## src/rtl/imu_pkg.sv

```systemverilog
// imu_pkg: frame constants, parser/receiver state encodings and the saturating
// counter helper shared by the IMU telemetry receiver.
package imu_pkg;

  localparam logic [7:0] IMU_HDR        = 8'h55;
  localparam int         IMU_DATA_BYTES = 8;

  typedef enum logic [1:0] {
    IDLE = 2'd0,
    TYPE = 2'd1,
    DATA = 2'd2,
    SUM  = 2'd3
  } parse_state_t;

  typedef enum logic [2:0] {
    RX_ARM   = 3'd0,
    RX_IDLE  = 3'd1,
    RX_START = 3'd2,
    RX_DATA  = 3'd3,
    RX_STOP  = 3'd4
  } rx_state_t;

  function automatic logic [7:0] sat_inc8(input logic [7:0] v);
    if (v == 8'hFF) begin
      sat_inc8 = v;
    end else begin
      sat_inc8 = v + 8'd1;
    end
  endfunction

endpackage

```

## src/rtl/uart_rx_os.sv

```systemverilog
// uart_rx_os: double-flop synchronised, OVERSAMPLE-times oversampled 8N1 receiver.
// After reset it arms only once the line has idled high for one full bit time.
module uart_rx_os
  import imu_pkg::*;
#(
  parameter int OVERSAMPLE = 8
) (
  input  logic       clk_uart,
  input  logic       rst_n,
  input  logic       rx_pin,
  output logic [7:0] rx_byte,
  output logic       byte_valid,
  output logic       frame_err
);

  localparam int            CW      = $clog2(OVERSAMPLE) + 1;
  localparam logic [CW-1:0] HALF_M1 = CW'(OVERSAMPLE / 2 - 1);
  localparam logic [CW-1:0] FULL_M1 = CW'(OVERSAMPLE - 1);

  rx_state_t     state, state_nxt;
  logic          sync1, rx, rx_prev;
  logic [CW-1:0] tick, tick_nxt;
  logic [2:0]    bit_cnt, bit_nxt;
  logic [7:0]    shreg, shreg_nxt;
  logic          byte_valid_nxt, frame_err_nxt;

  assign rx_byte = shreg;

  // Synchroniser, edge history and receiver state registers
  always_ff @(posedge clk_uart or negedge rst_n) begin
    if (!rst_n) begin
      sync1      <= 1'b1;
      rx         <= 1'b1;
      rx_prev    <= 1'b1;
      state      <= RX_ARM;
      tick       <= {CW{1'b0}};
      bit_cnt    <= 3'd0;
      shreg      <= 8'd0;
      byte_valid <= 1'b0;
      frame_err  <= 1'b0;
    end else begin
      sync1      <= rx_pin;
      rx         <= sync1;
      rx_prev    <= rx;
      state      <= state_nxt;
      tick       <= tick_nxt;
      bit_cnt    <= bit_nxt;
      shreg      <= shreg_nxt;
      byte_valid <= byte_valid_nxt;
      frame_err  <= frame_err_nxt;
    end
  end

  // Bit timing: start check at half a bit, then sample every bit centre
  always_comb begin
    state_nxt      = state;
    tick_nxt       = tick;
    bit_nxt        = bit_cnt;
    shreg_nxt      = shreg;
    byte_valid_nxt = 1'b0;
    frame_err_nxt  = 1'b0;
    case (state)
      RX_ARM: begin
        if (!rx) begin
          tick_nxt = {CW{1'b0}};
        end else if (tick == FULL_M1) begin
          tick_nxt  = {CW{1'b0}};
          state_nxt = RX_IDLE;
        end else begin
          tick_nxt = tick + CW'(1);
        end
      end
      RX_IDLE: begin
        if (rx_prev && !rx) begin
          state_nxt = RX_START;
          tick_nxt  = {CW{1'b0}};
        end else begin
          state_nxt = RX_IDLE;
        end
      end
      RX_START: begin
        if (tick == HALF_M1) begin
          tick_nxt = {CW{1'b0}};
          bit_nxt  = 3'd0;
          if (rx) begin
            state_nxt = RX_IDLE;
          end else begin
            state_nxt = RX_DATA;
          end
        end else begin
          tick_nxt = tick + CW'(1);
        end
      end
      RX_DATA: begin
        if (tick == FULL_M1) begin
          tick_nxt  = {CW{1'b0}};
          shreg_nxt = {rx, shreg[7:1]};
          if (bit_cnt == 3'd7) begin
            state_nxt = RX_STOP;
          end else begin
            bit_nxt = bit_cnt + 3'd1;
          end
        end else begin
          tick_nxt = tick + CW'(1);
        end
      end
      RX_STOP: begin
        if (tick == FULL_M1) begin
          tick_nxt  = {CW{1'b0}};
          state_nxt = RX_IDLE;
          if (rx) begin
            byte_valid_nxt = 1'b1;
          end else begin
            frame_err_nxt = 1'b1;
          end
        end else begin
          tick_nxt = tick + CW'(1);
        end
      end
      default: begin
        state_nxt = RX_ARM;
        tick_nxt  = {CW{1'b0}};
      end
    endcase
  end

endmodule

```

## src/rtl/imu_frame_rx.sv

```systemverilog
// imu_frame_rx: parses 11-byte 0x55-headed IMU frames and routes selected 16-bit words
// to NUM_CH channels. Define IMU_ERR_CNT_EN to add the err_sum/err_frame counters.
module imu_frame_rx
  import imu_pkg::*;
#(
  parameter int                  OVERSAMPLE   = 8,
  parameter int                  NUM_CH       = 2,
  parameter logic [NUM_CH*8-1:0] CH_TYPE      = 16'h5351,
  parameter logic [NUM_CH*2-1:0] CH_WORD      = 4'b0100,
  parameter int                  TIMEOUT_BITS = 20
) (
  input  logic                       clk_uart,
  input  logic                       rst_n,
  input  logic                       wireless_tx,
  output logic                       wireless_rx,
  output logic                       wireless_set,
  output logic signed [NUM_CH*16-1:0] ch_data,
  output logic [NUM_CH-1:0]          ch_valid
`ifdef IMU_ERR_CNT_EN
  ,
  output logic [7:0]                 err_sum,
  output logic [7:0]                 err_frame
`endif
);

  localparam int            TO_LIMIT = TIMEOUT_BITS * OVERSAMPLE;
  localparam int            TW       = $clog2(TO_LIMIT + 1);
  localparam logic [TW-1:0] TO_M1    = TW'(TO_LIMIT - 1);
  localparam logic [2:0]    LAST_IDX = 3'(IMU_DATA_BYTES - 1);

  logic [7:0]   rx_byte;
  logic         byte_valid, frame_err;
  parse_state_t state, state_nxt;
  logic [2:0]   idx, idx_nxt;
  logic [7:0]   chk, chk_nxt;
  logic [TW-1:0] to_cnt, to_nxt;
  logic [7:0]   type_r;
  logic [7:0]   data_b [IMU_DATA_BYTES];
  logic         commit, sum_bad, abort;

  assign wireless_rx  = 1'b1;
  assign wireless_set = 1'b1;

  uart_rx_os #(.OVERSAMPLE(OVERSAMPLE)) u_rx (
    .clk_uart   (clk_uart),
    .rst_n      (rst_n),
    .rx_pin     (wireless_tx),
    .rx_byte    (rx_byte),
    .byte_valid (byte_valid),
    .frame_err  (frame_err)
  );

  // Parser state, running checksum, inter-byte timeout and captured frame bytes
  always_ff @(posedge clk_uart or negedge rst_n) begin
    if (!rst_n) begin
      state  <= IDLE;
      idx    <= 3'd0;
      chk    <= 8'd0;
      to_cnt <= {TW{1'b0}};
      type_r <= 8'd0;
      for (int i = 0; i < IMU_DATA_BYTES; i++) data_b[i] <= 8'd0;
    end else begin
      state  <= state_nxt;
      idx    <= idx_nxt;
      chk    <= chk_nxt;
      to_cnt <= to_nxt;
      if (byte_valid && state == TYPE) type_r <= rx_byte;
      if (byte_valid && state == DATA) data_b[idx] <= rx_byte;
    end
  end

  // Next-state: framing errors and timeouts abort any partial frame immediately
  always_comb begin
    state_nxt = state;
    idx_nxt   = idx;
    chk_nxt   = chk;
    to_nxt    = to_cnt;
    commit    = 1'b0;
    sum_bad   = 1'b0;
    abort     = 1'b0;
    if (frame_err) begin
      state_nxt = IDLE;
      abort     = 1'b1;
      to_nxt    = {TW{1'b0}};
    end else if (byte_valid) begin
      to_nxt = {TW{1'b0}};
      case (state)
        IDLE: begin
          if (rx_byte == IMU_HDR) begin
            state_nxt = TYPE;
            chk_nxt   = rx_byte;
          end else begin
            state_nxt = IDLE;
          end
        end
        TYPE: begin
          state_nxt = DATA;
          idx_nxt   = 3'd0;
          chk_nxt   = chk + rx_byte;
        end
        DATA: begin
          chk_nxt = chk + rx_byte;
          idx_nxt = idx + 3'd1;
          if (idx == LAST_IDX) begin
            state_nxt = SUM;
          end else begin
            state_nxt = DATA;
          end
        end
        SUM: begin
          state_nxt = IDLE;
          if (rx_byte == chk) begin
            commit = 1'b1;
          end else begin
            sum_bad = 1'b1;
          end
        end
        default: state_nxt = IDLE;
      endcase
    end else if (state != IDLE) begin
      if (to_cnt == TO_M1) begin
        state_nxt = IDLE;
        abort     = 1'b1;
        to_nxt    = {TW{1'b0}};
      end else begin
        to_nxt = to_cnt + TW'(1);
      end
    end else begin
      to_nxt = {TW{1'b0}};
    end
  end

  // Channel routing: every matching channel loads its little-endian word together
  always_ff @(posedge clk_uart or negedge rst_n) begin
    if (!rst_n) begin
      ch_data  <= {(NUM_CH*16){1'b0}};
      ch_valid <= {NUM_CH{1'b0}};
    end else begin
      ch_valid <= {NUM_CH{1'b0}};
      if (commit) begin
        for (int i = 0; i < NUM_CH; i++) begin
          if (type_r == CH_TYPE[8*i +: 8]) begin
            ch_data[16*i +: 16] <= {data_b[{CH_WORD[2*i +: 2], 1'b1}],
                                    data_b[{CH_WORD[2*i +: 2], 1'b0}]};
            ch_valid[i]         <= 1'b1;
          end
        end
      end
    end
  end

`ifdef IMU_ERR_CNT_EN
  // Saturating checksum and framing/timeout error counters
  always_ff @(posedge clk_uart or negedge rst_n) begin
    if (!rst_n) begin
      err_sum   <= 8'd0;
      err_frame <= 8'd0;
    end else begin
      if (sum_bad) err_sum <= sat_inc8(err_sum);
      if (abort) err_frame <= sat_inc8(err_frame);
    end
  end
`else
  logic unused_err;
  assign unused_err = sum_bad ^ abort;
`endif

endmodule

```

## config.mk

```make
export PLATFORM = sky130hd
export DESIGN_NAME = imu_frame_rx
export DESIGN_NICKNAME = d
export VERILOG_FILES = /design/src/rtl/imu_pkg.sv /design/src/rtl/uart_rx_os.sv /design/src/rtl/imu_frame_rx.sv
export SDC_FILE = /design/constraint.sdc
export NUM_CORES = 1
export LEC_CHECK = 0
export CAP_MARGIN = 15
export CORE_ASPECT_RATIO = 0.5
export CORE_UTILIZATION = 50
export DETAILED_ROUTE_END_ITERATION = 7
export PLACE_DENSITY = 0.75
export SKIP_LAST_GASP = 1
export SLEW_MARGIN = 20
export SYNTH_ARGS = -nofsm -noshare
export SYNTH_HDL_FRONTEND = slang
export SYNTH_SLANG_ARGS = --single-unit
```

## constraint.sdc

```tcl
create_clock -name clk_uart -period 4.7 [get_ports clk_uart]
set_clock_uncertainty 0.1 [all_clocks]
set_input_delay 1.175 -clock clk_uart [delete_from_list [all_inputs] [get_ports clk_uart]]
set_output_delay 1.175 -clock clk_uart [all_outputs]
set_load 0.05 [all_outputs]
```

---- Yosys cells after proc, flatten, opt, wreduce, memory -nomap -nowiden ----
Index checks and enable logic that the tools add are counted.
word-level totals
  bits in registers ....................... 150
  input port bits ......................... 3
  logic and storage cells ................. 127
cells by class
  mux-type cells .......................... 47
  reduce and logical (&&, ||, !) cells .... 23
  equal/unequal tests ..................... 23
  bitwise gates (word level) .............. 2
  add/sub/neg operators ................... 5
  order comparisons ....................... 2
operator list
  operator                                                          count
  64-bit bitwise mux                                                1
  8-bit two-way mux                                                 6
  8-bit demux with 3-bit select                                     1
  8-bit by 7-bit == test with 1-bit output (second input constant)  3
  3-bit two-way mux                                                 8
  4-bit two-way mux                                                 4
  4-bit case mux with 4 select lines                                1
  8-bit case mux with 2 select lines                                1
  3-bit case mux with 5 select lines                                1
  1-bit two-way mux                                                 14
  2-bit two-way mux                                                 7
  3-bit case mux with 2 select lines                                2
  4-bit AND reduction                                               3
  2-bit by 1-bit != test with 1-bit output (second input constant)  5
  3-bit == test (second input constant)                             3
  8-bit by 1-bit adder with 8-bit output (second input constant)    1
  8-bit adder                                                       1
  8-bit == test                                                     1
  8-bit == test (second input constant)                             1
  2-bit case mux with 4 select lines                                1
  2-bit AND reduction                                               4
  2-bit nonzero test                                                4
  3-bit by 1-bit adder with 3-bit output (second input constant)    2
  3-bit by 2-bit == test with 1-bit output (second input constant)  2
  other kinds (18)                                                  25

---- Longest topological paths before layout ----
  depth in word-level cells ............... 6
  depth in mapped cells ................... 8
  mapped depth without buffers ............ 8

---- Modules after synthesis ----
From an unflattened synthesis, not the netlist that was laid out.
second synthesis, totals
  cell total of the unflattened synthesis .. 427
  area, all modules ....................... 5,459.0 um2
modules (own cells, without submodules)
  module        cells each  times used  area each (um2)
  imu_frame_rx  326         1           4,367.9
  uart_rx_os    101         1           1,091.0

---- Worst setup path before layout ----
No wires, ideal clock.
  kind .................................... register to register
  start ................................... register u_rx.shreg[3], in the netlist u_rx.rx_byte[3]
  end ..................................... register ch_data[23]
  arrival ................................. 2,199 ps
  slack ................................... 2,277 ps
  data required time ...................... 4,475 ps
  setup time .............................. 125 ps
  stages on the path, launching flop included .. 7
  buffers on the path ..................... 1
  cell sequence ........................... dfrtp_1 ha_1 nor4b_1 nand2_1 nor4_4 buf_6 mux2_2
on the way
  word-level cells in the longest chain between the ends .. 6
RTL lines
  what                            RTL line             RTL
  start: declaration              uart_rx_os.sv:24     logic [7:0] shreg, shreg_nxt;
  start signal: assignment        uart_rx_os.sv:48     shreg <= shreg_nxt;
  8-bit == test                   imu_frame_rx.sv:112  if (rx_byte == chk) begin
  1-bit two-way mux               imu_frame_rx.sv:112
  1-bit two-way mux               imu_frame_rx.sv:87   case (state)
  1-bit two-way mux               imu_frame_rx.sv:85   end else if (byte_valid) begin
  1-bit two-way mux               imu_frame_rx.sv:81   if (frame_err) begin
  2-bit AND reduction (no line)   -
  end signal: assignment          imu_frame_rx.sv:136  ch_data <= {(NUM_CH*16){1'b0}};
  end signal: indexed assignment  imu_frame_rx.sv:143  ch_data[16*i +: 16] <= {data_b[{CH_WORD[2*i +: 2], 1'b1}],
  end: declaration                imu_frame_rx.sv:17   output logic signed [NUM_CH*16-1:0] ch_data,
Every way passes these cells.
A chain may end at the register's enable or synchronous reset.

---- Final worst setup path ----
  start ................................... register u_rx.shreg[4], in the netlist u_rx.rx_byte[4]
  end ..................................... register ch_data[29]
The elaborated chain is that of the path after synthesis.

==> impl_metrics.csv <==
group,metric,value,unit
run_status,status,"finished, violations left",
run_status,failed_checks,"DRC",
clock_network,clk_path_buf_depth,2,
worst_setup_path,worst_setup_path_end_kind,"flip-flop",
synthesis,synthFlopType,"dfrtp_1",
drt,wl_per_cell,17.0,µm
layout,multi_input_area,2190,µm²
layout,antennaDiodeCount,0,
clock_network,cts_tree,"yes",
synthesis,ys_ff_latch,118,
global_routing,grt_max_degree,119,
pwr,peakVddDrop,0.000255,V
drt,dr.pass1.iters,8,
worst_setup_path,cp.required,4.89,ns
timing,setup_violations,0,
clock_network,cts.clk_slew.worst_paths,0.06,ns
die,die_width,147,µm
global_routing,grtUsageMet3,0.0448,
clock_network,insertion_delay,0.41,ns
layout,regArea,2960,µm²
die,num_io_pins,39,
drt,num_vias,3363,
synthesis,ys_seq_area_frac,0.563,
synthesis,synth_area_per_cell,12.6,µm²
drt,drc,1,
worst_setup_path,worstPathMaxFanout,9,
timing,drv_slew,0,
worst_setup_path,start_kind,"flip-flop",
placed_design,gp_congestion,0.824,
global_routing,grtUsageMet2,0.330,
timing,period_needed,2.94,ns
global_routing,grt_pass1_vias,3282,
drt,wl,10.5,mm
global_routing,met1_usage,0.294,
pwr,power,2510,µW
timing,slew_headroom,0.424,
clock_network,hold_buffers,0,
layout,fillers,769,
placed_design,placed_cells_incl_taps,585,
timing,tns,0,ns
die,die_area,10900,µm²
die,die_y,74.5,µm
global_routing,grtUsageTotal,0.212,
placed_design,port_buffers,36,
worst_setup_path,critPathKind,"flip-flop to flip-flop",
timing,setup_slack,1.76,ns
pwr,power-per-cell-area,395,nW/µm²
global_routing,gr-max-usage-layer,"met2",
pwr,p_leak,0.00298,µW
clock_network,cts_resized,0,
clock_network,cts_setup_buffers,0,
global_routing,grt_pass1_wl,17.3,mm
drt,antenna_left,0,
layout,layout-drive-gt1-share,0.255,
synthesis,async_reset_ff_frac,1.00,
clock_network,numCtsBuffers,17,
clock_network,cts_root_buffer,"clkbuf_16",
clock_network,htreeDepth,4,
timing,hold-worst-slack,0.254,ns
placed_design,post-place-ws,1.68,ns
layout,fin_nets,487,
timing,post-route-period-util,0.626,
synthesis,synth_edf_count,0,
clock_network,cts.sinks,118,
flow_run,drv_cap,0,
synthesis,syn_area,5250,µm²
die,initial_core_util,0.514,
drt,via_per_inst,5.43,
min_path,worstHoldPathType,"flip-flop to flip-flop",
global_routing,antenna_found_initial,0,
global_routing,overflow,0,
drt,drt_iter0_markers,195,
synthesis,synthDistinctLibCells,50,
timing,worstMarginPinSlew,0.860,ns
die,rows,26,
timing,hold_viol,0,
layout,area_growth,21.0,%
timing,rsz0062_at_grt,"false",
placed_design,dp_hpwl,6.55,mm
die,core_area,10200,µm²
layout,layout.cells.non_filler,619,
synthesis,netlist_instances,418,
worst_setup_path,critPathArrivalTime,3.14,ns
synthesis,ys_warn_count,0,
timing,max_freq,340,MHz
[critical path, cell delays in order, from the launching register on]
cell and delay [ns]:
dfrtp_1 0.53, ha_1 0.43, nor4_1 0.29, nand2_1 0.25, nor4_4 0.61, buf_6 0.25, mux2_2 0.35
[power by group]
group | internal, µW | switching [µW] | leakage [µW]
clock network | 797 | 478 | 0.000275
registers | 1040 | 40.9 | 0.00163
logic | 60.9 | 91.0 | 0.00107
total | 1900 | 610 | 0.00298
[kinds of logic after synthesis]
kind of cell | after synthesis | share of synthesized area
compound gates | 53 | 0.0631
fa+ha+maj | 18 | 0.0443
simple gates | 110 | 0.114
mux | 80 | 0.170
flops | 118 | 0.563
buf+inv | 24 | 0.0217
xor+xnor | 14 | 0.0233
other cells | 1 | 0.000714
[sequential cells by signal (all words and copies together), names as in the netlist]
| register | cells |
|---|---|
| u_rx.state | 3 |
| ch_valid | 2 |
| u_rx.rx_byte | 8 |
| u_rx.tick | 4 |
| u_rx.sync1 | 1 |
| u_rx.rx_prev | 1 |
| chk | 8 |
| data_b | 32 |
| u_rx.byte_valid | 1 |
| u_rx.rx | 1 |
| idx | 3 |
| u_rx.frame_err | 1 |
| state | 2 |
| to_cnt | 8 |
| u_rx.bit_cnt | 3 |
| type_r | 8 |
| ch_data | 32 |
[routing by layer]
metal	routed length [µm]	vias to the layer above
met1	5280	1706
met4	145	0
met3	317	19
met5	0	-
li1	-	1583
met2	4800	55
[through the flow]
step	area [µm²]	utilization
4_1_cts	6330	0.620
3_3_place_gp	5740	0.562
5_1_grt	6360	0.622
6_report	6360	0.622
3_5_place_dp	5740	0.562
2_1_floorplan	5260	-
[path summary, 6_finish.rpt]
kind / cells past startpoint / startpoint / slack, ns / end
setup / recovery: 6 / u_rx.rx_byte[4] / 1.76 / ch_data[29]
hold / removal: 0 / u_rx.sync1 / 0.25 / u_rx.rx
setup reg to reg: 6 / u_rx.rx_byte[4] / 1.76 / ch_data[29]
hold reg to reg: 0 / u_rx.sync1 / 0.25 / u_rx.rx
max in group asynchronous: 2 / rst_n / 3.30 / u_rx.frame_err
min in group asynchronous: 2 / rst_n / 0.75 / ch_data[13]
[cell usage in the layout, fill, tap and decap left out, types with 3 or more instances in the layout]
cell             count
xnor2_1              8
nor2b_1              4
nand2_1             38
nand2b_1             3
clkdlybuf4s50_1     35
clkinvlp_4           5
nand3_1              6
xor2_1               6
nand3b_1             3
dfstp_2              3
inv_1               13
and3_1               3
inv_6                3
nor3_1               3
o21ai_0             25
dfrtp_1            115
mux2_2              75
a211oi_1             3
a22o_1               6
nand4_1              3
clkbuf_16           17
nor2_1              24
nor4_1               4
a21oi_1              9
mux2i_1              5
nor4b_1              3
ha_1                17
[synth_stat cells, types with 4 or more instances]
cell type,n,area (µm²)
dfrtp_1,115,2880
mux2_2,75,845
nand2_1,38,143
o21ai_0,25,125
nor2_1,24,90.1
ha_1,17,213
inv_1,13,48.8
a21oi_1,9,45.0
xnor2_1,8,70.1
a22o_1,6,52.6
nand3_1,6,30.0
xor2_1,6,52.6
clkbuf_1,5,18.8
mux2i_1,5,50.1
nor2b_1,4,25.0
nor4_1,4,25.0
[cell type report]
class                   instances  share of cell area
flip-flops and latches        118               0.465
multi-input cells             277               0.344
clock buffers                  18              0.0691
repair buffers                 39              0.0630
well taps                     140              0.0276
clock inverters                14              0.0238
inverters                      13             0.00768
(Power assumes the default switching activity.)
